[config.mk]
export PLATFORM = sky130hd
export DESIGN_NAME = regfile_banked_flat
export DESIGN_NICKNAME = d
export VERILOG_FILES = /design/src/rtl/regfile_pkg.sv /design/src/rtl/regfile_banked_if.sv /design/src/rtl/regfile_addr_map.sv /design/src/rtl/regfile_banked.sv /design/src/flat_wrapper.sv
export SDC_FILE = /design/constraint.sdc
export NUM_CORES = 1
export LEC_CHECK = 0
export BUFFER_PORTS_ARGS = -buffer_cell sky130_fd_sc_hd__buf_4
export CAP_MARGIN = 0
export CORE_MARGIN = 2
export CORE_UTILIZATION = 60
export CTS_CLUSTER_DIAMETER = 150
export DETAILED_ROUTE_END_ITERATION = 7
export HOLD_SLACK_MARGIN = 0.03
export PLACE_DENSITY = 0.79
export SKIP_CTS_REPAIR_TIMING = 1
export SYNTH_ARGS = -nofsm -noshare
export SYNTH_HDL_FRONTEND = slang
export SYNTH_SLANG_ARGS = --single-unit
[constraint.sdc]
create_clock -name clk -period 5.71 [get_ports clk]
set_clock_uncertainty 0.2 [all_clocks]
set_input_delay 0.2855 -clock clk [delete_from_list [all_inputs] [get_ports clk]]
set_output_delay 0.2855 -clock clk [all_outputs]
set_load 0.03 [all_outputs]
[src/rtl/regfile_pkg.sv]
// Shared definitions for the banked register file: mode encodings, default
// register indices and sizing helpers.
package regfile_pkg;

    typedef enum logic [1:0] {
        MODE_KERNEL = 2'd0,
        MODE_SUPER  = 2'd1,
        MODE_USER   = 2'd3
    } mode_e;

    localparam int SP_IDX_DEFAULT = 6;
    localparam int PC_IDX_DEFAULT = 7;

    // One logical SP slot is replaced by SP_BANKS physical copies.
    function automatic int phys_count(input int nregs, input int sp_banks);
        return nregs - 1 + sp_banks;
    endfunction

    function automatic int clog2_min1(input int n);
        return (n > 1) ? $clog2(n) : 1;
    endfunction

endpackage

[src/rtl/regfile_banked_if.sv]
// Register-select, write and read-data bundle between the microsequencer
// and the banked register file.
interface regfile_banked_if #(
    parameter int WIDTH    = 16,
    parameter int NREGS    = 8,
    parameter int SP_BANKS = 2
);
    import regfile_pkg::*;

    localparam int SW = $clog2(NREGS);
    localparam int MW = clog2_min1(SP_BANKS);

    logic [SW-1:0]    sela;
    logic [SW-1:0]    selb;
    logic [MW-1:0]    mode;
    logic [MW-1:0]    prev_mode;
    logic             prev_en;
    logic             we;
    logic [WIDTH-1:0] w;
    logic             inc_en;
    logic [SW-1:0]    inc_sel;
    logic [3:0]       inc_delta;
    logic [WIDTH-1:0] a;
    logic [WIDTH-1:0] b;
    logic [WIDTH-1:0] pc;

    modport master (
        output sela, selb, mode, prev_mode, prev_en, we, w, inc_en, inc_sel, inc_delta,
        input  a, b, pc
    );

    modport slave (
        input  sela, selb, mode, prev_mode, prev_en, we, w, inc_en, inc_sel, inc_delta,
        output a, b, pc
    );

endinterface

[src/rtl/regfile_addr_map.sv]
// Maps a logical register select plus mode onto a physical storage index;
// ok is low for selects beyond the logical register count.
module regfile_addr_map
    import regfile_pkg::*;
#(
    parameter int NREGS    = 8,
    parameter int SP_IDX   = SP_IDX_DEFAULT,
    parameter int SP_BANKS = 2
) (
    input  logic [$clog2(NREGS)-1:0]                        sel,
    input  logic [clog2_min1(SP_BANKS)-1:0]                 mode,
    output logic [$clog2(phys_count(NREGS, SP_BANKS))-1:0]  phys,
    output logic                                            ok
);

    localparam int PW = $clog2(phys_count(NREGS, SP_BANKS));

    int bank;

    // Bank 0 lives at SP_IDX itself; higher banks sit past the last logical register.
    always_comb begin
        bank = (int'(mode) >= SP_BANKS) ? SP_BANKS - 1 : int'(mode);
        ok   = int'(sel) < NREGS;
        phys = '0;
        if (ok) begin
            if (int'(sel) == SP_IDX && bank != 0) begin
                phys = PW'(NREGS - 1 + bank);
            end else begin
                phys = PW'(sel);
            end
        end
    end

endmodule

[src/rtl/regfile_banked.sv]
// Datapath register file with per-mode stack-pointer banks, a main write port,
// an increment port, previous-mode access and optional write-to-read bypass.
module regfile_banked
    import regfile_pkg::*;
#(
    parameter int               WIDTH    = 16,
    parameter int               NREGS    = 8,
    parameter int               SP_IDX   = SP_IDX_DEFAULT,
    parameter int               SP_BANKS = 2,
    parameter int               BYPASS   = 1,
    parameter logic [WIDTH-1:0] RESET_PC = '0
) (
    input logic             clk,
    input logic             reset,
    regfile_banked_if.slave bus
);

    localparam int MW     = clog2_min1(SP_BANKS);
    localparam int NPHYS  = phys_count(NREGS, SP_BANKS);
    localparam int PW     = $clog2(NPHYS);
    localparam int PC_IDX = NREGS - 1;

    logic [WIDTH-1:0] regs [NPHYS];
    logic [MW-1:0]    eff_mode;
    logic [PW-1:0]    a_phys, b_phys, w_phys, i_phys;
    logic             a_ok, b_ok, w_ok, i_ok;
    logic             w_fire, i_fire;
    logic [WIDTH-1:0] inc_val;

    assign eff_mode = bus.prev_en ? bus.prev_mode : bus.mode;

    regfile_addr_map #(.NREGS(NREGS), .SP_IDX(SP_IDX), .SP_BANKS(SP_BANKS)) u_map_a (
        .sel(bus.sela), .mode(bus.mode), .phys(a_phys), .ok(a_ok)
    );
    regfile_addr_map #(.NREGS(NREGS), .SP_IDX(SP_IDX), .SP_BANKS(SP_BANKS)) u_map_b (
        .sel(bus.selb), .mode(eff_mode), .phys(b_phys), .ok(b_ok)
    );
    regfile_addr_map #(.NREGS(NREGS), .SP_IDX(SP_IDX), .SP_BANKS(SP_BANKS)) u_map_w (
        .sel(bus.selb), .mode(eff_mode), .phys(w_phys), .ok(w_ok)
    );
    regfile_addr_map #(.NREGS(NREGS), .SP_IDX(SP_IDX), .SP_BANKS(SP_BANKS)) u_map_i (
        .sel(bus.inc_sel), .mode(eff_mode), .phys(i_phys), .ok(i_ok)
    );

    // The main write wins a physical-index collision, so the increment is dropped.
    assign w_fire  = bus.we && w_ok;
    assign i_fire  = bus.inc_en && i_ok && !(w_fire && (w_phys == i_phys));
    assign inc_val = regs[i_phys] + {{(WIDTH-4){bus.inc_delta[3]}}, bus.inc_delta};

    always_ff @(posedge clk) begin
        if (reset) begin
            for (int unsigned i = 0; i < NPHYS; i++) begin
                regs[i] <= (i == PC_IDX) ? RESET_PC : '0;
            end
        end else begin
            if (i_fire) regs[i_phys] <= inc_val;
            if (w_fire) regs[w_phys] <= bus.w;
        end
    end

    always_comb begin
        bus.a = a_ok ? regs[a_phys] : '0;
        bus.b = b_ok ? regs[b_phys] : '0;
        if (BYPASS != 0 && !reset) begin
            if (a_ok && w_fire && w_phys == a_phys)      bus.a = bus.w;
            else if (a_ok && i_fire && i_phys == a_phys) bus.a = inc_val;
            if (b_ok && w_fire && w_phys == b_phys)      bus.b = bus.w;
            else if (b_ok && i_fire && i_phys == b_phys) bus.b = inc_val;
        end
    end

    assign bus.pc = regs[PC_IDX];

endmodule

[src/flat_wrapper.sv]
// flat-port wrapper written by rule: the top's interface ports become plain ports
module regfile_banked_flat import regfile_pkg::*;
#(
    parameter int               WIDTH    = 16,
    parameter int               NREGS    = 8,
    parameter int               SP_IDX   = SP_IDX_DEFAULT,
    parameter int               SP_BANKS = 2,
    parameter int               BYPASS   = 1,
    parameter logic [WIDTH-1:0] RESET_PC = '0
)
  (clk, reset, bus_sela, bus_selb, bus_mode, bus_prev_mode, bus_prev_en, bus_we, bus_w, bus_inc_en, bus_inc_sel, bus_inc_delta, bus_a, bus_b, bus_pc);
  regfile_banked_if #(.WIDTH(WIDTH), .NREGS(NREGS), .SP_BANKS(SP_BANKS)) bus_i ();
  input logic clk;
  input logic reset;
  input wire logic [$bits(bus_i.sela)-1:0] bus_sela;
  input wire logic [$bits(bus_i.selb)-1:0] bus_selb;
  input wire logic [$bits(bus_i.mode)-1:0] bus_mode;
  input wire logic [$bits(bus_i.prev_mode)-1:0] bus_prev_mode;
  input wire logic [$bits(bus_i.prev_en)-1:0] bus_prev_en;
  input wire logic [$bits(bus_i.we)-1:0] bus_we;
  input wire logic [$bits(bus_i.w)-1:0] bus_w;
  input wire logic [$bits(bus_i.inc_en)-1:0] bus_inc_en;
  input wire logic [$bits(bus_i.inc_sel)-1:0] bus_inc_sel;
  input wire logic [$bits(bus_i.inc_delta)-1:0] bus_inc_delta;
  output wire logic [$bits(bus_i.a)-1:0] bus_a;
  output wire logic [$bits(bus_i.b)-1:0] bus_b;
  output wire logic [$bits(bus_i.pc)-1:0] bus_pc;
  assign bus_i.sela = bus_sela;
  assign bus_i.selb = bus_selb;
  assign bus_i.mode = bus_mode;
  assign bus_i.prev_mode = bus_prev_mode;
  assign bus_i.prev_en = bus_prev_en;
  assign bus_i.we = bus_we;
  assign bus_i.w = bus_w;
  assign bus_i.inc_en = bus_inc_en;
  assign bus_i.inc_sel = bus_inc_sel;
  assign bus_i.inc_delta = bus_inc_delta;
  assign bus_a = bus_i.a;
  assign bus_b = bus_i.b;
  assign bus_pc = bus_i.pc;
  regfile_banked #(.WIDTH(WIDTH), .NREGS(NREGS), .SP_IDX(SP_IDX), .SP_BANKS(SP_BANKS), .BYPASS(BYPASS), .RESET_PC(RESET_PC)) u_core (.clk(clk), .reset(reset), .bus(bus_i));
endmodule
# Word level (Yosys, flattened, before mapping)
# Memory sizes are Yosys's and may differ from the RTL's.
# Cells that the tools add are included.
# op_classes
n_addsub	3
eq_ne	7
mux	24
reduce_logical	11
# op_table
op	n
$mux W16	8
$reduce_or A16 Y1	2
$mux W4	5
$add A16 B16 Y16	1
$eq A4 B4 Y1	4
$mux W1	11
$eq A3 B2 Y1 const B	3
$add A3 B1 Y4 const A	2
$logic_and A1 B1 Y1	8
$logic_not A1 Y1	1
# word_totals
reg_bits	0
ram_bits	144
in_bits	36
output_inout_bits	48
wordCells	46
n_memories	1
# mem_list
memory	words	width	rd	rd_clocked_by_memory_dff	wr	line	rtl
u_core.regs	9	16	4	0	9	regfile_banked.sv:23	logic [WIDTH-1:0] regs [NPHYS];

# Depth between registers and ports, before layout
# depth
ltp_word	12
ltp_mapped	17
mapped_depth_nobuf	14

# By module
# Synthesis repeated with hierarchy kept, for this count alone.
# hier_totals
cells_unflattened	1432
hier_area_um2	18657.9
# by_module_without_submodules
mod	instances	cells_each	area_per_inst_um2	seq_area_each_um2
regfile_banked	1	1404	18477.7	7687.4
regfile_addr_map	4	7	45.0	0.0

# Least setup slack after synthesis
# Ideal clock, no wire load.
# synth_timing
kind	input port to output port
from	in bus_inc_sel[0]
to	out bus_b[10]
t_arrival_ps	4556
t_required_ps	5225
slack_ps	669
stages	17
path_buffers	5
path_cell_list	clkbuf_1 -> buf_1 -> buf_1 -> mux4_2 -> nand2_1 -> nand2_1 -> ha_1 -> fa_1 -> buf_2 -> a211o_1 -> o211ai_2 -> a21oi_2 -> o41ai_4 -> xnor2_1 -> buf_2 -> o22ai_1 -> a21oi_1
# synth_between
elab_chain_len	11
word_cells_on_any_way	14
cone_classes	add/sub: 1; eq/ne: 3; mux: 4; reduce/logical: 5; memory: 1
# synth_rtl
element	line	rtl
from (decl)	flat_wrapper.sv:23	input wire logic [$bits(bus_i.inc_sel)-1:0] bus_inc_sel;
$eq A3 B2 Y1	regfile_addr_map.sv:26	if (int'(sel) == SP_IDX && bank != 0) begin
$logic_and A1 B1 Y1	regfile_addr_map.sv:26	
$mux W4 (*)	regfile_addr_map.sv:26	
branches (longest 5 deep; another with $mem_v2 Z9 W16)	--	
$mux W16 (*)	regfile_banked.sv:68	else if (b_ok && i_fire && i_phys == b_phys) bus.b = inc_val;
$mux W16 (*)	regfile_banked.sv:67	if (b_ok && w_fire && w_phys == b_phys) bus.b = bus.w;
$mux W16 (*)	regfile_banked.sv:64	if (BYPASS != 0 && !reset) begin
to (decl)	flat_wrapper.sv:26	output wire logic [$bits(bus_i.b)-1:0] bus_b;
# Every way passes the cells marked *.

# Final worst setup path
# layout_timing
from	in bus_mode
to	out bus_b[9]
# layout_between
elab_chain_len	11
word_cells_on_any_way	17
cone_classes	add/sub: 2; eq/ne: 2; mux: 6; reduce/logical: 6; memory: 1
# layout_rtl
element	line	rtl
from (decl)	flat_wrapper.sv:17	input wire logic [$bits(bus_i.mode)-1:0] bus_mode;
$mux W1 (*)	regfile_banked.sv:30	assign eff_mode = bus.prev_en ? bus.prev_mode : bus.mode;
branches (longest 9 deep; another with $mem_v2 Z9 W16)	--	
$mux W16 (*)	regfile_banked.sv:64	
# Marks and branches as above.

==> impl_metrics.tcl <==
set metrics [dict create \
    ys_types 66 \
    routedWlPerCell_um 33.5 \
    synthFlopType "edfxtp_1" \
    fillCellCount 1234 \
    numCtsBuffers 17 \
    grt_pass1_wl_um 55900 \
    cp-end-kind "output pin" \
    nets 939 \
    swShare_pct 31.6 \
    initial_core_util_pct 61.1 \
    dr.first_iter.drc_count 1533 \
    worst_pin_slew_ns 1.30 \
    slew-limit-headroom_pct 13.2 \
    syn_area_um2 10900 \
    grt-ovfl-total 0 \
    largest_reg_flops 144 \
    power.share.combinational_pct 27.9 \
    setup_violations 0 \
    final_hold_viol_count 0 \
    p_int_mw 2.39 \
    p_seq_share_pct 36.6 \
    worstSetupPathType "in -> out" \
    ios 84 \
    power.switching_mw 1.11 \
    final.setup.tns_ns 0 \
    synth_edf_count 144 \
    first_pass_iters 5 \
    cts_sinks 144 \
    placed_area_um2 11600 \
    die_h_um 139 \
    power.density_nw_per_um2 285 \
    synth_fp_nets 923 \
    outcome "completed" \
    p_clk_share_pct 35.5 \
    antenna_left 0 \
    yosysSeqAreaShare_pct 39.6 \
    clk_pin_slew_worst_paths_ns 0.06 \
    die_w_um 139 \
    largest_registers "u_core.regs: 144 flops" \
    fmax_mhz 188 \
    finalInstanceArea_um2 12300 \
    rows 49 \
    grt.total_usage_pct 38.9 \
    clock_latency_ns 0.43 \
    diodes 0 \
    synthToLayoutAreaGrowth_pct 12.3 \
    cp-start-kind "primary input" \
    top_register "u_core.regs" \
    die_area_um2 19300 \
    drc 0 \
    coreArea_um2 17900 \
    async_flop_share_pct 0 \
    period_share_pct 93.3 \
    clockBufferDepth 2 \
    cts_root_buf "clkbuf_16" \
    critPathArrivalTime_ns 4.84 \
    avgSynthCellArea_um2 12.6 \
    fin_util_pct 68.6 \
    grt_max_degree 45 \
    drive_gt1_share_pct 33.9 \
    antenna_found_initial 0 \
    irDropWorstVdd_v 0.000224 \
    required_ns 5.22 \
    p_leak_nw 4.70 \
    detailed_place_hpwl_um 22400 \
    place_ws_ns 0.487 \
    grt_pass1_vias 9268 \
    hold_path.class "in -> reg" \
    max_cap_violations 0 \
    port-buffer-count 83 \
    place_congestion 0.895 \
    synth-seq-cells 144 \
    ys.warnings.count 0 \
    vias_per_cell 8.12 \
    vias 9147 \
    final_cell_mix "a22o_1 (144), edfxtp_1 (144), buf_4 (115)" \
    finalCriticalPeriod_ns 5.33 \
    synthCells 869 \
    tritoncts "yes" \
    critPathMaxFanout 21 \
    slew_viol_final 0 \
    cts_max_level 4 \
    wirelength_um 37700 \
    worst_slack_ns 0.380 \
    rsz0062_at_grt "no" \
]
==> kinds of logic (layout without fill, tap and decap cells) <==
kind of cell	count (synthesis)	after routing	synth area share [%]
xor gates and xnor gates	20	20	1.74
adders and majority gates	18	18	2.13
and+or+nand+nor	152	152	6.78
DFF	144	144	39.6
AOI/OAI and AO/OA	251	251	19.1
buffers and inverters	122	150	4.64
muxes	162	162	26.1
==> layout make-up <==
cell class	instances	area, um2	area share [%]
repair buffers	115	863	7.03
multi-input cells	603	6150	50.1
inverters	4	15.0	0.122
clock buffers	17	425	3.46
well taps	229	287	2.33
flip-flops and latches	144	4320	35.2
clock inverters	14	213	1.73
==> power groups by stage <==
stage / combinational [mW] / clock [mW] / sequential [mW]
2_1_floorplan: 0.671 / 0 / 1.29
3_3_place_gp: 0.919 / 0 / 1.29
3_5_place_dp: 0.944 / 0 / 1.30
4_1_cts: 0.952 / 1.23 / 1.27
5_1_grt: 1.01 / 1.27 / 1.28
6_report: 0.974 / 1.24 / 1.28
==> critical path, stage by stage <==
cell and delay [ns]:
buf_4 0.22, mux2i_2 0.47, buf_4 0.29, mux2_2 0.36
mux4_2 0.45, nand2_1 0.08, nand2_1 0.06, ha_1 0.38
inv_1 0.10, o31ai_4 0.28, nand4_1 0.19, nand3b_1 0.15
a21oi_2 0.07, xnor2_1 0.93, o221a_2 0.36, buf_4 0.16
==> metal layers <==
| layer | global-route usage [%] | routed length [um] | share of wire (%) |
|---|---|---|---|
| met1 | 49.4 | 12700 | 34 |
| met5 | 0 | 0 | 0 |
| met3 | 13.2 | 5730 | 15 |
| met4 | 22.5 | 2270 | 6.0 |
| met2 | 58.8 | 17000 | 45 |
==> worst paths after layout <==
path | startpoint | endpoint | slack, ns | depth (start not counted)
min reg2reg | u_core.regs[4][0] | u_core.regs[1][0] | 1.19 | 5
min | bus_w[0] | u_core.regs[1][0] | 0.03 | 2
max | bus_mode | bus_b[9] | 0.38 | 16
max reg2reg | u_core.regs[8][0] | u_core.regs[6][12] | 1.46 | 13
==> cell usage after synthesis (4+ instances only) <==
| library cell | count | area [um2] |
|---|---|---|
| edfxtp_1 | 144 | 4320 |
| a21oi_2 | 5 | 43.8 |
| nor3_1 | 7 | 35.0 |
| nor3b_1 | 5 | 37.5 |
| nor2_1 | 27 | 101 |
| nand2b_1 | 7 | 43.8 |
| nand3b_1 | 7 | 52.6 |
| xnor2_1 | 11 | 96.3 |
| a21oi_1 | 18 | 90.1 |
| a21o_1 | 8 | 60.1 |
| o22ai_1 | 17 | 106 |
| nand2_1 | 67 | 251 |
| o21ai_0 | 14 | 70.1 |
| mux2_2 | 34 | 383 |
| clkbuf_1 | 78 | 293 |
| ha_1 | 17 | 213 |
| mux2i_1 | 33 | 330 |
| or3_1 | 12 | 75.1 |
| mux4_2 | 95 | 2140 |
| a22oi_1 | 10 | 75.1 |
| buf_1 | 16 | 60.1 |
| a221o_1 | 4 | 40.0 |
| a22o_1 | 144 | 1260 |
| xor2_1 | 7 | 61.3 |
| buf_2 | 20 | 100 |
==> stage by stage <==
stage	hold slack (ns)	instances	power (mW)
floorplan	0.528	869	1.96
global placement	0.463	1095	2.21
detailed placement	0.467	1095	2.24
CTS	0.0206	1126	3.46
global route	0.0369	1126	3.56
finish	0.0344	1126	3.49
No activity file was read; power rests on OpenSTA's default activity.
